--- config.mk ---
export PLATFORM = sky130hd
export DESIGN_NAME = ram_bus_arbiter
export DESIGN_NICKNAME = d
export VERILOG_FILES = /design/src/rtl/ram_bus_pkg.sv /design/src/rtl/rr_arbiter2.sv /design/src/rtl/ram_bus_arbiter.sv
export SDC_FILE = /design/constraint.sdc
export NUM_CORES = 1
export LEC_CHECK = 0
export CAP_MARGIN = 5
export CORE_UTILIZATION = 40
export DETAILED_ROUTE_END_ITERATION = 10
export PLACE_DENSITY = 0.77
export SLEW_MARGIN = 5
export SYNTH_ARGS = -nofsm -noshare
export SYNTH_HDL_FRONTEND = slang
export SYNTH_SLANG_ARGS = --single-unit
--- constraint.sdc ---
create_clock -name bclk -period 1.9 [get_ports bclk]
set_input_delay 0.38 -clock bclk [delete_from_list [all_inputs] [get_ports bclk]]
set_output_delay 0.38 -clock bclk [all_outputs]
set_load 0.05 [all_outputs]
--- src/rtl/ram_bus_pkg.sv ---
// Shared constants and helpers for the two-port RAM bus arbiter.
package ram_bus_pkg;

   localparam int ADDR_W_DEF = 8;
   localparam int DATA_W_DEF = 8;

   typedef logic [1:0] state_t;

   localparam state_t IDLE    = 2'd0;
   localparam state_t SETUP   = 2'd1;
   localparam state_t STROBE  = 2'd2;
   localparam state_t RECOVER = 2'd3;

   localparam logic PORT0 = 1'b0;
   localparam logic PORT1 = 1'b1;

   function automatic logic other_port(input logic p);
      return (p == PORT0) ? PORT1 : PORT0;
   endfunction

endpackage

--- src/rtl/rr_arbiter2.sv ---
// Two-way round-robin arbiter: on contention the port not granted last wins.
module rr_arbiter2
   import ram_bus_pkg::*;
(
   input  logic       clk,
   input  logic       rst,
   input  logic [1:0] req,
   input  logic       advance,
   output logic       grant,
   output logic       valid
);

   // Port holding priority for the next tie; port0 first after reset.
   logic prio;

   always_comb begin
      valid = |req;
      grant = PORT0;
      case (req)
         2'b01:   grant = PORT0;
         2'b10:   grant = PORT1;
         2'b11:   grant = prio;
         default: grant = PORT0;
      endcase
   end

   always_ff @(posedge clk or posedge rst) begin
      if (rst) begin
         prio <= PORT0;
      end else if (advance) begin
         prio <= other_port(grant);
      end
   end

endmodule

--- src/rtl/ram_bus_arbiter.sv ---
// Sequences single RAM bus accesses (setup / strobe / recover) for two requesters.
module ram_bus_arbiter
   import ram_bus_pkg::*;
#(
   parameter int STROBE_CYCLES = 1,
   parameter int ADDR_W        = ADDR_W_DEF,
   parameter int DATA_W        = DATA_W_DEF
) (
   input  logic              bclk,
   input  logic              brst,
   input  logic              req0,
   input  logic              req1,
   input  logic              we0,
   input  logic              we1,
   input  logic [ADDR_W-1:0] addr0,
   input  logic [ADDR_W-1:0] addr1,
   input  logic [DATA_W-1:0] wdata0,
   input  logic [DATA_W-1:0] wdata1,
   output logic              gnt0,
   output logic              gnt1,
   output logic              done0,
   output logic              done1,
   output logic [DATA_W-1:0] rdata,
   output logic [ADDR_W-1:0] ABus,
   output logic [DATA_W-1:0] dbus_out,
   output logic              dbus_oe,
   input  logic [DATA_W-1:0] dbus_in,
   output logic              bnRD,
   output logic              bnWR
);

   localparam logic [1:0] CNT_LAST = 2'(STROBE_CYCLES - 1);

   state_t            state;
   logic [1:0]        cnt;
   logic              cur_port;
   logic              cur_we;

   logic              win_port;
   logic              win_valid;
   logic              advance;
   logic              sel_we;
   logic [ADDR_W-1:0] sel_addr;
   logic [DATA_W-1:0] sel_wdata;

   assign advance = (state == IDLE) && win_valid;

   rr_arbiter2 u_arb (
      .clk     (bclk),
      .rst     (brst),
      .req     ({req1, req0}),
      .advance (advance),
      .grant   (win_port),
      .valid   (win_valid)
   );

   always_comb begin
      sel_we    = we0;
      sel_addr  = addr0;
      sel_wdata = wdata0;
      if (win_port == PORT1) begin
         sel_we    = we1;
         sel_addr  = addr1;
         sel_wdata = wdata1;
      end
   end

   // ABus/dbus_out double as the address/data latches and stay put until the next accept.
   always_ff @(posedge bclk or posedge brst) begin
      if (brst) begin
         state    <= IDLE;
         cnt      <= 2'd0;
         cur_port <= PORT0;
         cur_we   <= 1'b0;
         gnt0     <= 1'b0;
         gnt1     <= 1'b0;
         done0    <= 1'b0;
         done1    <= 1'b0;
         rdata    <= '0;
         ABus     <= '0;
         dbus_out <= '0;
         dbus_oe  <= 1'b0;
         bnRD     <= 1'b1;
         bnWR     <= 1'b1;
      end else begin
         gnt0  <= 1'b0;
         gnt1  <= 1'b0;
         done0 <= 1'b0;
         done1 <= 1'b0;
         case (state)
            IDLE: begin
               if (win_valid) begin
                  state    <= SETUP;
                  cur_port <= win_port;
                  cur_we   <= sel_we;
                  ABus     <= sel_addr;
                  gnt0     <= (win_port == PORT0);
                  gnt1     <= (win_port == PORT1);
                  if (sel_we) begin
                     dbus_out <= sel_wdata;
                     dbus_oe  <= 1'b1;
                  end
               end
            end
            SETUP: begin
               state <= STROBE;
               cnt   <= 2'd0;
               if (cur_we) begin
                  bnWR <= 1'b0;
               end else begin
                  bnRD <= 1'b0;
               end
            end
            STROBE: begin
               if (cnt == CNT_LAST) begin
                  state <= RECOVER;
                  cnt   <= 2'd0;
                  bnRD  <= 1'b1;
                  bnWR  <= 1'b1;
               end else begin
                  cnt <= cnt + 2'd1;
               end
            end
            RECOVER: begin
               // Write data stays driven through this cycle for RAM hold time.
               state   <= IDLE;
               dbus_oe <= 1'b0;
               done0   <= (cur_port == PORT0);
               done1   <= (cur_port == PORT1);
               if (!cur_we) begin
                  rdata <= dbus_in;
               end
            end
            default: state <= IDLE;
         endcase
      end
   end

endmodule
==> results of run 1 <==
-- metal layers --
layer / routed length [um] / up-vias / track usage
met5: 0 / - / 0
met4: 56 / 0 / 0.0703
met1: 1670 / 688 / 0.226
met2: 2320 / 60 / 0.360
li1: - / 672 / -
met3: 293 / 6 / 0.0592
-- power breakdown --
part           switching, uW  internal [uW]
Combinational           1820           1080
Clock                    280            293
Sequential               237           1200
Total                   2340           2570
-- cells in the mapped netlist (2+ instances only) --
| cell type | count |
|---|---|
| dfrtp_1 | 36 |
| inv_1 | 14 |
| a21oi_1 | 13 |
| mux2i_1 | 9 |
| a31oi_2 | 8 |
| mux2_2 | 8 |
| a222oi_1 | 7 |
| ha_1 | 7 |
| buf_2 | 6 |
| o21ai_0 | 5 |
| nand2_1 | 4 |
| a21o_1 | 2 |
| and2_1 | 2 |
| buf_6 | 2 |
| dfstp_2 | 2 |
| nand3_1 | 2 |
| nor2_1 | 2 |
| nor2b_1 | 2 |
-- per-stage QoR --
stage / utilization / hold WS, ns / setup TNS, ns
finish: 0.646 / 0.451 / 0
global route: 0.646 / 0.467 / 0
CTS: 0.644 / 0.455 / 0
detailed placement: 0.622 / 0.445 / -0.0123
global placement: 0.622 / 0.440 / 0
floorplan: - / 0.418 / 0
-- how the worst min path moves through the flow --
| stage | start | end | depth (start not counted) |
|---|---|---|---|
| after floorplan | cur_port$_DFFE_PP0P_ | done0$_DFF_PP0_ | 1 |
| after global placement | cur_port$_DFFE_PP0P_ | done0$_DFF_PP0_ | 1 |
| after detailed placement | cur_port$_DFFE_PP0P_ | done0$_DFF_PP0_ | 1 |
| after CTS | cur_port$_DFFE_PP0P_ | done0$_DFF_PP0_ | 1 |
| after global routing | cur_port$_DFFE_PP0P_ | done0$_DFF_PP0_ | 1 |
| final | cur_port$_DFFE_PP0P_ | done0$_DFF_PP0_ | 1 |
-- flip-flops by register name (all words and copies together), names as in the netlist --
register / flops
done1: 1
gnt1: 1
bnWR: 1
dbus_oe: 1
rdata: 8
cur_we: 1
state: 2
ABus: 8
dbus_out: 8
gnt0: 1
u_arb.prio: 1
bnRD: 1
done0: 1
cur_port: 1
cnt: 2
-- timing repair --
| item | in CTS | in global routing |
|---|---|---|
| buffers inserted | 0 | 0 |
| hold endpoints to repair | 0 | 0 |
| resized for setup | 0 | 3 |
| endpoints found under the setup margin | 0 | 3 |
-- cell type report --
type | instances | area, sq um
sequential | 38 | 953
inverter | 14 | 52.6
multi-input combinational | 82 | 703
timing repair buffer | 82 | 813
clock buffer | 7 | 86.3
tap | 50 | 62.6
clock inverter | 1 | 5.00
fill | 329 | 1470
-- logic make-up after synthesis --
| logic type | count (synthesis) |
|---|---|
| AO/OA/AOI/OAI | 40 |
| flip-flops | 38 |
| buffers and inverters | 23 |
| AND/OR/NAND/NOR | 18 |
| multiplexers | 17 |
| adder cells (fa/ha/maj) | 7 |
==> run metrics, run 1 <==
drt first pass iters 7; pre-CTS setup slack -0.0105 ns; Clock Tree Buf Depth 2; reg2reg start state[0]$_DFFE_PP0P_; Finished Cell Area 2680 sq um; WP buf/inv 1; post-synthesis mux area share 0.101; Post-synth EDFFs 0; r2r worst-path depth 5; layout cells sized above 1 0.179; post-route worst setup slack 0.0340 ns; ys flop type dfrtp_1; Synth Area in Adders 0.0493; placed cell areas 2580 sq um; drt total wl 4340 um; most frequent cells in the layout clkdlybuf4s50_1 (68), dfrtp_1 (36), inv_1 (14); vias in the first global route 1472; hpwl dp 3260 um; post-synth top area cell dfrtp_1; H-tree lvl count 2; clock sinks 38; WL per Instance 15.8 um; Crit path required time 1.52 ns; Critical Path Stages 1; largest net degree at the start of global routing 39; Final Total Pwr 4910 uW; Post-Syn Area 1780 sq um; initial antenna violation count 0; final non-filler cell total 274; CTS tree built; Antenna Cells 0; first-pass GRT wire length 6670 um; synthesized flop and latch total 38; max-slew violations 0; vias post-DR 1426; critical path peak fanout 2; Tcrit/Tclk final 0.982; Slew headroom 0.640; Clock Latency Late Sink 0.29 ns; Core Region 4140 sq um; R2R setup slack 0.27 ns; main area contributors after synthesis dfrtp_1 (51%), a31oi_2 (5.6%), mux2i_1 (5.1%), mux2_2 (5.1%), ha_1 (4.9%); Overflow after GRT 0; Initial Util 0.429; Seq/Total Area, Yosys 0.537; area fraction in and, or, nand and nor cells after synthesis 0.0613; Die X-Extent 68.6 um; DRT iter0 DRCs 94; most common cell after layout, fill and taps aside clkdlybuf4s50_1; Yosys cell types 30; DRC Markers 0; worst vdd ir 0.974 mV; IO Count 77; number of max-cap violations 0; status finished clean; Via-to-Cell Ratio 5.20; cell family with most CP delay buffers and inverters; Placed Instances 266; capture point of the worst path ABus[1]; largest family of logic cells by synthesized area compound AO/OA/AOI/OAI gates; worst-path cell with the longest stage delay clkdlybuf4s50_1; Fmax 0.536 GHz; Compound-Gate Fraction of Synth Area 0.184; Critical Path, Cell by Cell clkdlybuf4s50_1; minimum clock period 1.87 ns; row cnt 23; Tightest Pin Transition 0.540 ns; CP peak stage delay 0.83 ns; mean post-synth cell area 12.4 sq um; CTS Buf Count 5; clk_skew 0.00851 ns; cells after synthesis 143; Post-CTS Hold Fix Bufs 0; Worst Path Arrival 1.49 ns; Die Y 68.6 um; startpoint types flip-flop; class of the worst hold path reg -> reg; Final setup viols 0; top-area cell type share of the netlist area 0.507; reg-to-reg endpoint ABus[4]$_DFFE_PP0P_; Routed Antenna Nets 0; RSZ-0062 raised after global routing false; asr flop ratio synth 1.00; CP startpoint ABus[1]$_DFFE_PP0P_; PwrDens 1830 nW/um^2; Reg clk slew, reported paths 0.08 ns; leakage power 0.00124 uW; Final Hold Viols 0; syn nets 196; number of I/O port buffers 76; Synth Warn # 0; Crit Path Class reg -> out; GRT Total Usage 0.201; Layout area overhead 50.6%; die footprint 4710 sq um; XOR/XNOR Fraction of Synth Area 0; nature of the critical path endpoint primary output; gpl congestion 0.740; NumNets Final 276; CTS root buffer clkbuf_8
(Power assumes the default switching activity.)
==> inputs of run 2 (changes only) <==
--- a/config.mk
+++ b/config.mk
@@ -9,7 +9,7 @@
 export CORE_UTILIZATION = 40
 export DETAILED_ROUTE_END_ITERATION = 10
 export PLACE_DENSITY = 0.77
-export SLEW_MARGIN = 5
+export SLEW_MARGIN = 20
 export SYNTH_ARGS = -nofsm -noshare
 export SYNTH_HDL_FRONTEND = slang
 export SYNTH_SLANG_ARGS = --single-unit
==> results of run 2 <==
Final layout, timing and power as in run 1 (identical DEF).
